==> src/rtl/ysyx_22040237_ifu.sv <==
// Multi-cycle instruction fetch unit: PC, valid/ready memory fetch, decode handoff, redirects, sticky fault.
module ysyx_22040237_ifu #(
   parameter logic [31:0] RESET_PC = 32'h8000_0000,
   parameter int          INST_W   = 32
) (
   input  logic              clk,
   input  logic              rst,
   output logic              req_valid,
   output logic [31:0]       req_addr,
   input  logic              req_ready,
   input  logic              rsp_valid,
   input  logic [INST_W-1:0] rsp_data,
   input  logic              rsp_err,
   output logic              inst_valid,
   output logic [INST_W-1:0] inst,
   output logic [31:0]       inst_pc,
   input  logic              inst_ready,
   input  logic              jump_valid,
   input  logic [31:0]       pc_jump_addr,
   input  logic              flush_valid,
   input  logic [31:0]       flush_pc,
   output logic              fault,
   output logic [31:0]       fault_pc
);

   typedef enum logic [2:0] {
      S_IDLE,
      S_REQ,
      S_WAIT,
      S_OUT,
      S_HALT
   } state_t;

   state_t      state;
   state_t      state_next;
   logic [31:0] pc;
   logic [31:0] pc_next;
   logic        drop;
   logic        drop_next;
   logic        load_inst;
   logic        set_fault;
   logic [31:0] fault_addr;

   assign req_valid  = (state == S_REQ);
   assign inst_valid = (state == S_OUT);
   assign req_addr   = pc;

   // Flush wins over everything but the halted state; drop marks a response
   // that is still owed by memory for a request we no longer care about.
   always_comb begin
      state_next = state;
      pc_next    = pc;
      drop_next  = drop;
      load_inst  = 1'b0;
      set_fault  = 1'b0;
      fault_addr = pc;
      case (state)
         S_IDLE: begin
            if (flush_valid) pc_next = flush_pc;
            state_next = S_REQ;
         end
         S_REQ: begin
            if (req_ready) state_next = S_WAIT;
            if (flush_valid) begin
               pc_next = flush_pc;
               if (req_ready) drop_next = 1'b1;
            end
         end
         S_WAIT: begin
            if (flush_valid) begin
               pc_next   = flush_pc;
               drop_next = !rsp_valid;
               if (rsp_valid) state_next = S_REQ;
            end else if (rsp_valid) begin
               if (drop) begin
                  drop_next  = 1'b0;
                  state_next = S_REQ;
               end else if (rsp_err) begin
                  set_fault  = 1'b1;
                  fault_addr = pc;
                  state_next = S_HALT;
               end else begin
                  load_inst  = 1'b1;
                  state_next = S_OUT;
               end
            end
         end
         S_OUT: begin
            if (flush_valid) begin
               pc_next    = flush_pc;
               state_next = S_REQ;
            end else if (inst_ready) begin
               pc_next    = jump_valid ? pc_jump_addr : pc + 32'd4;
               state_next = S_REQ;
            end
         end
         S_HALT: begin
            state_next = S_HALT;
         end
         default: begin
            state_next = S_IDLE;
         end
      endcase

      // Any redirect to a non-word-aligned target stops fetch before a request goes out.
      if (state != S_HALT && pc_next[1:0] != 2'b00) begin
         set_fault  = 1'b1;
         fault_addr = pc_next;
         drop_next  = 1'b0;
         state_next = S_HALT;
      end
   end

   // State, PC and the decode-facing instruction registers.
   always_ff @(posedge clk or posedge rst) begin
      if (rst) begin
         state    <= S_IDLE;
         pc       <= RESET_PC;
         drop     <= 1'b0;
         inst     <= '0;
         inst_pc  <= 32'd0;
         fault    <= 1'b0;
         fault_pc <= 32'd0;
      end else begin
         state <= state_next;
         pc    <= pc_next;
         drop  <= drop_next;
         if (load_inst) begin
            inst    <= rsp_data;
            inst_pc <= pc;
         end
         if (set_fault) begin
            fault    <= 1'b1;
            fault_pc <= fault_addr;
         end
      end
   end

endmodule

==> config.mk <==
export PLATFORM = sky130hd
export DESIGN_NAME = ysyx_22040237_ifu
export DESIGN_NICKNAME = d
export VERILOG_FILES = /design/src/rtl/ysyx_22040237_ifu.sv
export SDC_FILE = /design/constraint.sdc
export NUM_CORES = 1
export LEC_CHECK = 0
export ABC_AREA = 1
export BUFFER_PORTS_ARGS = -buffer_cell sky130_fd_sc_hd__buf_2
export CAP_MARGIN = 40
export CELL_PAD_IN_SITES_DETAIL_PLACEMENT = 1
export CELL_PAD_IN_SITES_GLOBAL_PLACEMENT = 2
export CORE_MARGIN = 4
export CORE_UTILIZATION = 30
export CTS_CLUSTER_SIZE = 28
export DETAILED_ROUTE_END_ITERATION = 7
export PLACE_DENSITY = 0.89
export SETUP_SLACK_MARGIN = 0.4
export SLEW_MARGIN = 20
export SYNTH_ARGS = -nofsm -noshare
export SYNTH_HDL_FRONTEND = slang
export SYNTH_SLANG_ARGS = --single-unit
==> constraint.sdc <==
create_clock -name clk -period 7.3 [get_ports clk]
set_input_delay 0.365 -clock clk [delete_from_list [all_inputs] [get_ports clk]]
set_output_delay 0.365 -clock clk [all_outputs]
set_load 0.02 [all_outputs]
==> qor.txt, run 1 <==
status -> complete, no violations
setup TNS -> 0 ns
Clock Root Buffer -> clkbuf_16
final net count -> 1331
Data arrival, critical path -> 2.98 ns
CTS tree -> yes
CTS Buf Count -> 17
post-place setup slack -> 3.95 ns
required time of the worst setup path -> 7.63 ns
DRT iter0 DRCs -> 507
initial antenna violation count -> 0
Slew Viols, Final -> 0
maxcap violations -> 0
Die X-Extent -> 166 um
slowest CP cell -> inv_2
core region area -> 24400 um^2
Max IR drop VDD -> 0.152 mV
post-synth cell types -> 37
Initial Util -> 0.305
Mapped Nets -> 1116
worst min path class -> in -> reg
Crit path top cell by count -> nand2_1
GRT Util Overall -> 0.216
worst r2r src -> state[2]
CP max FO -> 27
die area -> 27400 um^2
gpl congestion -> 0.858
RSZ-0062 raised after global routing -> no
worst slew pin tran -> 0.785 ns
final hold vios -> 0
YS warnings -> 0
Site Rows -> 57
CTS resizes -> 0
Cell Chain, Critical Path -> inv_2, nand3_1, nor2_1, nand2_1, inv_2, nor2_8, nand2_1, nand2_1, inv_1, nand2_1
share of cells above drive strength 1 -> 0.267
share of the synthesized area in the top cell type -> 0.443
# diodes -> 0
most common cell after layout, fill and taps aside -> nand2_1
delay of the slowest cell on the worst path -> 0.58 ns
Clock Skew -> 0.0158 ns
first-pass GRT wire length -> 45200 um
leakage -> 0.00504 uW
vias in the first global route -> 8042
commonest non-fill, non-tap cells in the layout -> 297 x nand2_1, 234 x buf_2, 144 x nor2_1
Buffers on Ports -> 234
Worst-path clk slew -> 0.07 ns
DRC Markers -> 0
detailed placer's ending HPWL -> 21900 um
htree depth -> 4
hold path startpoint -> rsp_data[6]
Max-Slew Margin vs Limit -> 0.477
mean post-synth cell area -> 7.37 um^2
hold path depth -> 2
Crit Path Class -> reg -> reg
Register-to-Register Path Depth -> 10
Synth async-reset ratio -> 1.00
sequential area share after synthesis -> 0.447
largest net degree at the start of global routing -> 86
antenna viol nets, final -> 0
Period Utilization, post-route -> 0.363
WL per Instance -> 19.0 um
f_max -> 378 MHz
Via density -> 4.98
Mapped Cells -> 1011
Critical Path End Type -> register
area leader, netlist -> dfrtp_1
first-pass detailed-route iteration total -> 5
CP bufs+invs -> 3
Post-Syn Area -> 7450 um^2
Power Density -> 416 nW/um^2
final WL -> 29700 um
Setup WS post-layout -> 4.65 ns
Worst setup SP type -> register
Worst Setup SP -> state[2]
Die H -> 166 um
Via Count -> 7777
area grow syn2layout -> 28.0%
ys flop type -> dfrtp_1
Worst-Skew Late Latency -> 0.44 ns
EDFF count, synth -> 0
post-CTS setup buffers -> 0
crit path time final -> 2.65 ns
clock buffer depth -> 2
total grt overflow -> 0
Area contributors post-synth -> dfrtp_1 44%, nand2_1 15%, nor2_1 7.3%
Top-Level Pins -> 235
critical path depth -> 10
clk sinks -> 133
#FFs+latches synth -> 133
CP top delay family -> simple AND/OR/NAND/NOR gates
final setup vio count -> 0
[logic make-up (layout without fill, tap and decap cells)]
| group | after synthesis | after routing | synth area share |
|---|---|---|---|
| AO/OA/AOI/OAI | 141 | 141 | 0.102 |
| adder cells (fa/ha/maj) | 1 | 1 | 0.00168 |
| flip-flops | 133 | 133 | 0.447 |
| XOR/XNOR | 4 | 4 | 0.00470 |
| AND/OR/NAND/NOR | 570 | 570 | 0.320 |
| multiplexers | 38 | 38 | 0.0574 |
| buffers and inverters | 124 | 352 | 0.0673 |
[area by class of cell]
| type | instances | area (um^2) |
|---|---|---|
| clock inverter | 15 | 161 |
| inverter | 75 | 287 |
| multi-input combinational | 754 | 3620 |
| tap | 324 | 405 |
| fill | 3111 | 14900 |
| sequential | 133 | 3330 |
| timing repair buffer | 245 | 1310 |
| clock buffer | 17 | 425 |
[state kept, by name (all words and copies together) (netlist names)]
register,flops
drop,1
fault,1
fault_pc,32
inst,32
inst_pc,32
req_addr,32
state,3
[repair_timing]
item	in CTS	in global routing
endpoints found under the hold margin	0	5
hold buffers	0	1
setup endpoints to repair	0	0
[layer usage]
metal	part of all wire	up-vias	wire length, um	GRT usage
met1	0.47	3808	13900	0.299
li1	-	3725	-	-
met2	0.46	206	13600	0.345
met4	0.024	0	714	0.0712
met3	0.051	38	1510	0.0357
met5	0	-	0	0
[through the flow]
stage               hold slack, ns  area (um^2)  power [uW]   util  std cells
floorplan                    0.449         7450        2400      -       1011
global placement             0.443         8850        3050  0.363       1525
detailed placement           0.447         8860        3100  0.363       1526
CTS                          0.108         9440        3990  0.387       1558
global route                 0.143         9540        4260  0.391       1563
finish                       0.155         9540        3970  0.391       1563
[synthesized netlist by cell type (7+ instances only)]
| master | number |
|---|---|
| buf_2 | 16 |
| clkbuf_1 | 24 |
| a21oi_1 | 79 |
| o21ai_0 | 37 |
| mux2_2 | 36 |
| nor3_1 | 11 |
| inv_1 | 70 |
| a211oi_1 | 10 |
| o211ai_1 | 7 |
| dfrtp_1 | 132 |
| nand3_1 | 99 |
| nand2_1 | 297 |
| nor2_1 | 144 |
[power by group]
group          total, uW  leakage (uW)  internal (uW)  switching, uW
combinational       1800       0.00303            534           1260
clock                881      0.000283            459            421
sequential          1290       0.00173            994            295
[path summary, 6_finish.rpt]
path / slack (ns) / end
hold reg to reg: 0.47 / fault
setup / recovery: 4.65 / fault_pc[20]
min in group asynchronous: 0.36 / inst_pc[1]
max in group asynchronous: 5.67 / fault_pc[27]
hold / removal: 0.15 / inst[6]
setup reg to reg: 4.65 / fault_pc[20]
Note: power is estimated with default switching activity, not from simulation.
==> run 2: changes to the inputs <==
CORE_UTILIZATION = 25   (was 30)
PLACE_DENSITY = 0.8   (was 0.89)
clock period = 2.2 ns   (was 7.3 ns; I/O delays follow)
==> run 2 against run 1 <==
  * Global-route usage is 0.55 points lower
  * Clock power grew to 3.3 times the previous value
  * Final cell count is 12% higher
  * Clock skew is 0.0047 ns lower
  * First-iteration DRC count is 2.0% lower
  * Worst hold slack worse by 0.13 ns
  * Sequential share of layout area is 5.5 points lower
  * Combinational power grew to 4.8 times the previous value
  * Count of clock-buffer cells in the layout stayed put
  * Total power grew to 4.0 times the previous value
  * Largest cell class unchanged
  * Highest routed layer unchanged
==> qor.txt, run 2 (synthesis results as in run 1) <==
Data arrival, critical path -> 2.18 ns (-0.80 ns)
final net count -> 1451 (+9.0%)
setup TNS -> 0 ns (unchanged)
gpl congestion -> 0.876 (+2.1%)
worst min path class -> in -> reg
clk sinks -> 133 (unchanged)
Via density -> 4.92 (-1.1%)
first-pass GRT wire length -> 53600 um (+19%)
final setup vio count -> 0 (unchanged)
Worst-Skew Late Latency -> 0.44 ns (about the same)
Period Utilization, post-route -> 0.842 (+0.479)
post-place setup slack -> 0.147 ns (-3.80 ns)
vias in the first global route -> 8821 (+9.7%)
most common cell after layout, fill and taps aside -> nand2_1
die area -> 32600 um^2 (+19%)
Top-Level Pins -> 235 (unchanged)
area grow syn2layout -> 52.9%
Initial Util -> 0.257 (-0.0487)
Clock Root Buffer -> clkbuf_16
Max-Slew Margin vs Limit -> 0.567 (+0.0908)
share of cells above drive strength 1 -> 0.382 (+0.115)
Clock Skew -> 0.0111 ns (-0.00468 ns)
Via Count -> 8573 (+10%)
filler instances -> 3527 (+13%)
first-pass detailed-route iteration total -> 7 (+2)
core region area -> 29000 um^2 (+19%)
antenna viol nets, final -> 0 (unchanged)
DRT iter0 DRCs -> 497 (-2.0%)
Buffers on Ports -> 234 (unchanged)
detailed placer's ending HPWL -> 25000 um (+14%)
CP max FO -> 6 (-78%)
Crit Path Class -> reg -> reg
commonest non-fill, non-tap cells in the layout -> 276 x nand2_1, 234 x buf_2, 115 x dfrtp_1
CTS tree -> yes
Die X-Extent -> 181 um (+9.1%)
Worst setup SP type -> register
DRC Markers -> 0 (unchanged)
crit path time final -> 1.85 ns (-0.796 ns)
Power Density -> 1380 nW/um^2 (+230%)
htree depth -> 4 (unchanged)
final WL -> 36800 um (+24%)
f_max -> 540 MHz (+43%)
maxcap violations -> 0 (unchanged)
GRT Util Overall -> 0.211 (-0.00549)
Die H -> 181 um (+9.1%)
# diodes -> 0 (unchanged)
largest net degree at the start of global routing -> 80 (-7.0%)
Max IR drop VDD -> 0.581 mV (+280%)
status -> complete, no violations
RSZ-0062 raised after global routing -> yes
final hold slack -> 0.0231 ns (-0.132 ns)
CTS Buf Count -> 17 (unchanged)
WL per Instance -> 21.1 um (+11%)
Worst-path clk slew -> 0.07 ns (about the same)
Site Rows -> 62 (+8.8%)
required time of the worst setup path -> 2.53 ns (-5.10 ns)
total grt overflow -> 0 (unchanged)
Setup WS post-layout -> 0.347 ns (-4.30 ns)
clock buffer depth -> 2 (unchanged)
Critical Path End Type -> register
leakage -> 0.00575 uW (+14%)
initial antenna violation count -> 0 (unchanged)
final hold vios -> 0 (unchanged)
worst slew pin tran -> 0.648 ns (-0.137 ns)
Slew Viols, Final -> 0 (unchanged)
run 2: changes by cell type in the layout (fill, tap and decap cells not counted), sizes merged:
cell and change:
buf +81, clkbuf +4, clkinvlp +2, dlygate4sd3 +35
inv -2
run 2: metrics by stage:
stage	power [uW]	util	std cells	cell area (um^2)
2_1_floorplan	7970	-	1011	7450
3_3_place_gp	10800	0.322	1628	9330
3_5_place_dp	10900	0.322	1628	9330
4_1_cts	14300	0.368	1715	10700
5_1_grt	16600	0.393	1743	11400
6_report	15700	0.393	1743	11400
run 2: worst paths after layout:
path	start	end	slack [ns]	depth (start not counted)
max in group asynchronous	rst	req_addr[20]	1.41	4
setup reg to reg	state[0]	fault_pc[20]	0.35	15
hold / removal	pc_jump_addr[31]	req_addr[31]	0.02	5
hold reg to reg	fault	fault	0.47	2
setup / recovery	state[0]	fault_pc[20]	0.35	15
min in group asynchronous	rst	inst[10]	0.33	4
run 2: critical path, cell delays in order, from the launching register on:
cell	delay (ns)
dfrtp_2	0.45
nand2_4	0.13
inv_4	0.05
nor2_4	0.10
nand2_1	0.07
nand2_1	0.08
nand2_1	0.06
nand2_2	0.09
nand2_4	0.07
nand2_8	0.13
inv_8	0.07
clkbuf_16	0.16
nand3_1	0.08
nand2_1	0.07
inv_1	0.06
nand2_1	0.06
run 2: area by class of cell:
class | instances | area, um^2 | area share
timing repair buffer | 365 | 2660 | 0.234
tap | 384 | 480 | 0.0422
clock inverter | 15 | 158 | 0.0138
multi-input combinational | 754 | 4010 | 0.352
clock buffer | 17 | 425 | 0.0374
inverter | 75 | 298 | 0.0261
sequential | 133 | 3350 | 0.294
run 2: report_power, final:
part / switching (uW) / internal [uW] / leakage (uW) / total (uW)
Clock: 1390 / 1510 / 0.000276 / 2900
Combinational: 5310 / 3270 / 0.00376 / 8590
Sequential: 863 / 3330 / 0.00171 / 4200
run 2: repair_timing:
action,4_1_cts,5_1_grt
hold endpoints to repair,167,0
setup buffers,14,23
hold buffers,36,0
pin swaps,4,36
resized for setup,41,129
endpoints found under the setup margin,105,120
cloned,5,5
run 2: per-layer routing:
layer  wire, um  track usage  part of all wire
met5          0            0                 0
met4        991       0.0684             0.027
met3       1730       0.0291             0.047
met2      17700        0.349              0.48
met1      16300        0.285              0.44
==> run 3: changes to the inputs <==
ABC_AREA = 0   (was 1)
CORE_UTILIZATION = 27   (was 25)
clock period = 1.6 ns   (was 2.2 ns; I/O delays follow)
==> run 3 against run 2 <==
  * Sequential cell count stayed put
  * Design area rose by 19%
  * Register-to-register slack lost 0.95 ns
  * Clock power is 41% higher
  * Area after synthesis shrank 6.6%
  * The run now ends with hold timing, setup timing left
  * Global-route usage grew 4.7 points
  * Via count shrank 0.17%
  * Non-clock buffer count increased by 185
  * Wire length increased by 9.3%
  * Sequential share of layout area shrank 4.8 points
  * First-iteration DRC count up 34%
  * Worst hold slack got worse by 0.059 ns
  * Critical path type unchanged
==> qor.txt, run 3 <==
status -> finished with violations
failing checks -> hold timing, setup timing
area leader, netlist -> dfrtp_1
worst r2r src -> state[2]
Post-Syn Area -> 6960 um^2 (-6.6%)
fin cells -> 1576 (-9.6%)
Clock Root Buffer -> clkbuf_16
storage element area -> 3350 um^2 (about the same)
Placed Instance Area -> 9760 um^2 (+4.6%)
Mapped Nets -> 832 (-25%)
GRT Max-Usage Layer -> met2
Mapped Cells -> 727 (-28%)
Critical Path End Type -> register
sequential area share after synthesis -> 0.479 (+0.0317)
Via density -> 5.43 (+10%)
DRC Markers -> 0 (unchanged)
Slew Viols, Final -> 0 (unchanged)
clk sinks -> 133 (unchanged)
final setup vio count -> 133 (+133)
GRT Util Overall -> 0.258 (+0.0469)
EDFF count, synth -> 0 (unchanged)
maxcap violations -> 0 (unchanged)
Synth async-reset ratio -> 1.00 (unchanged)
antenna viol nets, final -> 0 (unchanged)
Via Count -> 8558 (-0.17%)
Buffers on Ports -> 234 (unchanged)
leakage -> 0.00648 uW (+13%)
Period Utilization, post-route -> 1.37 (+0.532)
Max-Slew Margin vs Limit -> 0.605 (+0.0379)
total grt overflow -> 0 (unchanged)
Inst Count DP -> 1382 (-15%)
RSZ-0062 raised after global routing -> yes
met3 Resource Use GR -> 0.0549 (+0.0258)
CP max FO -> 7 (+1)
required time of the worst setup path -> 1.94 ns (-0.59 ns)
share of cells above drive strength 1 -> 0.605 (+0.223)
commonest non-fill, non-tap cells in the layout -> 200 x buf_2, 135 x buf_6, 117 x buf_4
vias in the first global route -> 9252 (+4.9%)
Setup WS post-layout -> -0.599 ns (-0.946 ns)
crit path time final -> 2.20 ns (+0.346 ns)
final hold slack -> -0.0362 ns (-0.0593 ns)
Worst-path clk slew -> 0.08 ns (about the same)
CTS tree -> yes
R2R Path End -> fault_pc[12]
Die H -> 169 um (-6.7%)
htree depth -> 4 (unchanged)
Clk pwr share -> 0.165 (-0.020)
largest net degree at the start of global routing -> 59 (-26%)
most common cell after layout, fill and taps aside -> buf_2
f_max -> 455 MHz (-16%)
Register-to-Register Path Depth -> 9 (-6)
Max IR drop VDD -> 1.05 mV (+81%)
first-pass GRT wire length -> 56100 um (+4.6%)
post-synth cell types -> 69 (+86%)
Top-Level Pins -> 235 (unchanged)
initial antenna violation count -> 1 (+1)
# hold bufs at CTS -> 51 (+42%)
met2 Track Usage GR -> 0.463 (+0.114)
DRT iter0 DRCs -> 665 (+34%)
Data arrival, critical path -> 2.54 ns (+0.36 ns)
Post-synth top cells -> 132 x dfrtp_1, 105 x nand2_1, 59 x mux2_2
Worst setup SP type -> register
area grow syn2layout -> 95.2%
Area contributors post-synth -> dfrtp_1 47%, mux2_2 9.6%, nand2_1 5.7%
worst min path class -> in -> reg
WL per Instance -> 25.5 um (+21%)
r2r setup slk -> -0.60 ns (-0.95 ns)
filler instances -> 2708 (-23%)
Sw Pwr -> 10400 uW (+38%)
die area -> 28400 um^2 (-13%)
Site Rows -> 58 (-6.5%)
Multi-input gate area -> 4240 um^2 (+5.7%)
first-pass detailed-route iteration total -> 5 (-2)
#FFs+latches synth -> 133 (unchanged)
Worst Setup SP -> state[2]
Worst-Skew Late Latency -> 0.45 ns (about the same)
share of the synthesized area in the top cell type -> 0.475 (+0.0314)
ys flop type -> dfrtp_1
clock buffer depth -> 2 (unchanged)
gpl congestion -> 0.861 (-1.6%)
Internal -> 14200 uW (+75%)
Crit Path Class -> reg -> reg
Power Density -> 1820 nW/um^2 (+32%)
design area -> 13600 um^2 (+19%)
Die X-Extent -> 169 um (-6.7%)
critical path endpoint -> fault_pc[12]
Flop pwr share -> 0.215 (-0.053)
mean post-synth cell area -> 9.57 um^2 (+30%)
hold path depth -> 3 (-2)
worst slew pin tran -> 0.577 ns (-0.0710 ns)
sw frac -> 0.423 (-0.0592)
YS warnings -> 0 (unchanged)
top-count cell post-synth -> dfrtp_1
CTS Buf Count -> 17 (unchanged)
final net count -> 1337 (-7.9%)
Clock Skew -> 0.0178 ns (+0.00671 ns)
Logic pwr share -> 0.620 (+0.073)
final hold vios -> 1 (+1)
M1 GR Usage -> 0.306 (+0.0212)
core region area -> 25300 um^2 (-13%)
final WL -> 40200 um (+9.3%)
Initial Util -> 0.275 (+0.0187)
detailed placer's ending HPWL -> 23000 um (-8.0%)
[run 3: cell types whose count changed after synthesis, moves of 10 or more]
cell	delta
a21oi_1	-60
a22oi_1	+14
a31oi_1	+16
and3_1	+13
clkbuf_1	+26
inv_1	-57
mux2_2	+23
nand2_1	-192
nand3_1	-70
nor2_1	-103
o21a_1	+15
o22ai_1	+10
[run 3: metrics by stage]
| stage | power (uW) | setup slack, ns | hold WS, ns | setup TNS (ns) | utilization |
|---|---|---|---|---|---|
| global placement | 14500 | -0.452 | -0.00595 | -36.21 | 0.386 |
| global route | 25600 | -0.617 | -0.0525 | -57.00 | 0.538 |
| floorplan | 10600 | -0.602 | 0.214 | -40.55 | - |
| finish | 24700 | -0.599 | -0.0362 | -51.59 | 0.538 |
| detailed placement | 14700 | -0.527 | -0.00312 | -40.40 | 0.386 |
| CTS | 22400 | -0.425 | -0.0831 | -34.31 | 0.505 |
[run 3: worst max-delay path, cell delays in order (launching register included)]
cell and delay [ns]:
dfrtp_2 0.47, buf_6 0.16, nand4b_1 0.24, o2bb2a_4 0.28, a21oi_4 0.18, buf_6 0.12, or2_4 0.25, buf_6 0.14
a21oi_2 0.03, a31o_2 0.21
[run 3: power by group through the flow]
stage / Clock, uW / Sequential (uW) / Combinational (uW)
3_5_place_dp: 0 / 5190 / 9560
5_1_grt: 4260 / 5410 / 16000
3_3_place_gp: 0 / 5140 / 9390
2_1_floorplan: 0 / 6530 / 4080
6_report: 4080 / 5310 / 15300
4_1_cts: 4110 / 5190 / 13100
[run 3: kinds of logic after synthesis]
family / count (synthesis) / synth area share
and+or+nand+nor: 267 / 0.185
AOI/OAI and AO/OA: 169 / 0.167
DFF: 133 / 0.479
buffers and inverters: 78 / 0.0457
muxes: 63 / 0.101
xor gates and xnor gates: 16 / 0.0201
adders and majority gates: 1 / 0.00180
[run 3: timing repair]
item / CTS / global route
resized for setup: 261 / 117
setup endpoints to repair: 166 / 167
buffers inserted: 62 / 35
pin swaps: 67 / 52
cloned: 12 / 1
endpoints found under the hold margin: 183 / 1
[run 3: worst min path at each step]
| stage | from | to | slack (ns) |
|---|---|---|---|
| after floorplan | flush_pc[18] | req_addr[18] | 0.21 |
| after global placement | rst | inst[22] | -0.006 |
| after detailed placement | rst | inst[22] | -0.003 |
| after CTS | flush_pc[0] | req_addr[0] | -0.08 |
| after global routing | flush_pc[0] | req_addr[0] | -0.05 |
| final | flush_pc[0] | req_addr[0] | -0.04 |
[run 3: area by class of cell]
class	instances	area share
antenna	1	0.000184
clock buffer	17	0.0313
clock inverter	15	0.0114
inverter	14	0.00498
multi-input combinational	516	0.312
sequential	133	0.247
tap	330	0.0304
timing repair buffer	550	0.363
[run 3: per-layer routing]
layer  vias to the layer above  wire [um]  share of wire
li1                       3665          -              -
met1                      4334      15300           0.38
met2                       437      20500           0.51
met3                       122       2600          0.065
met4                         0       1820          0.045
met5                         -          0              0
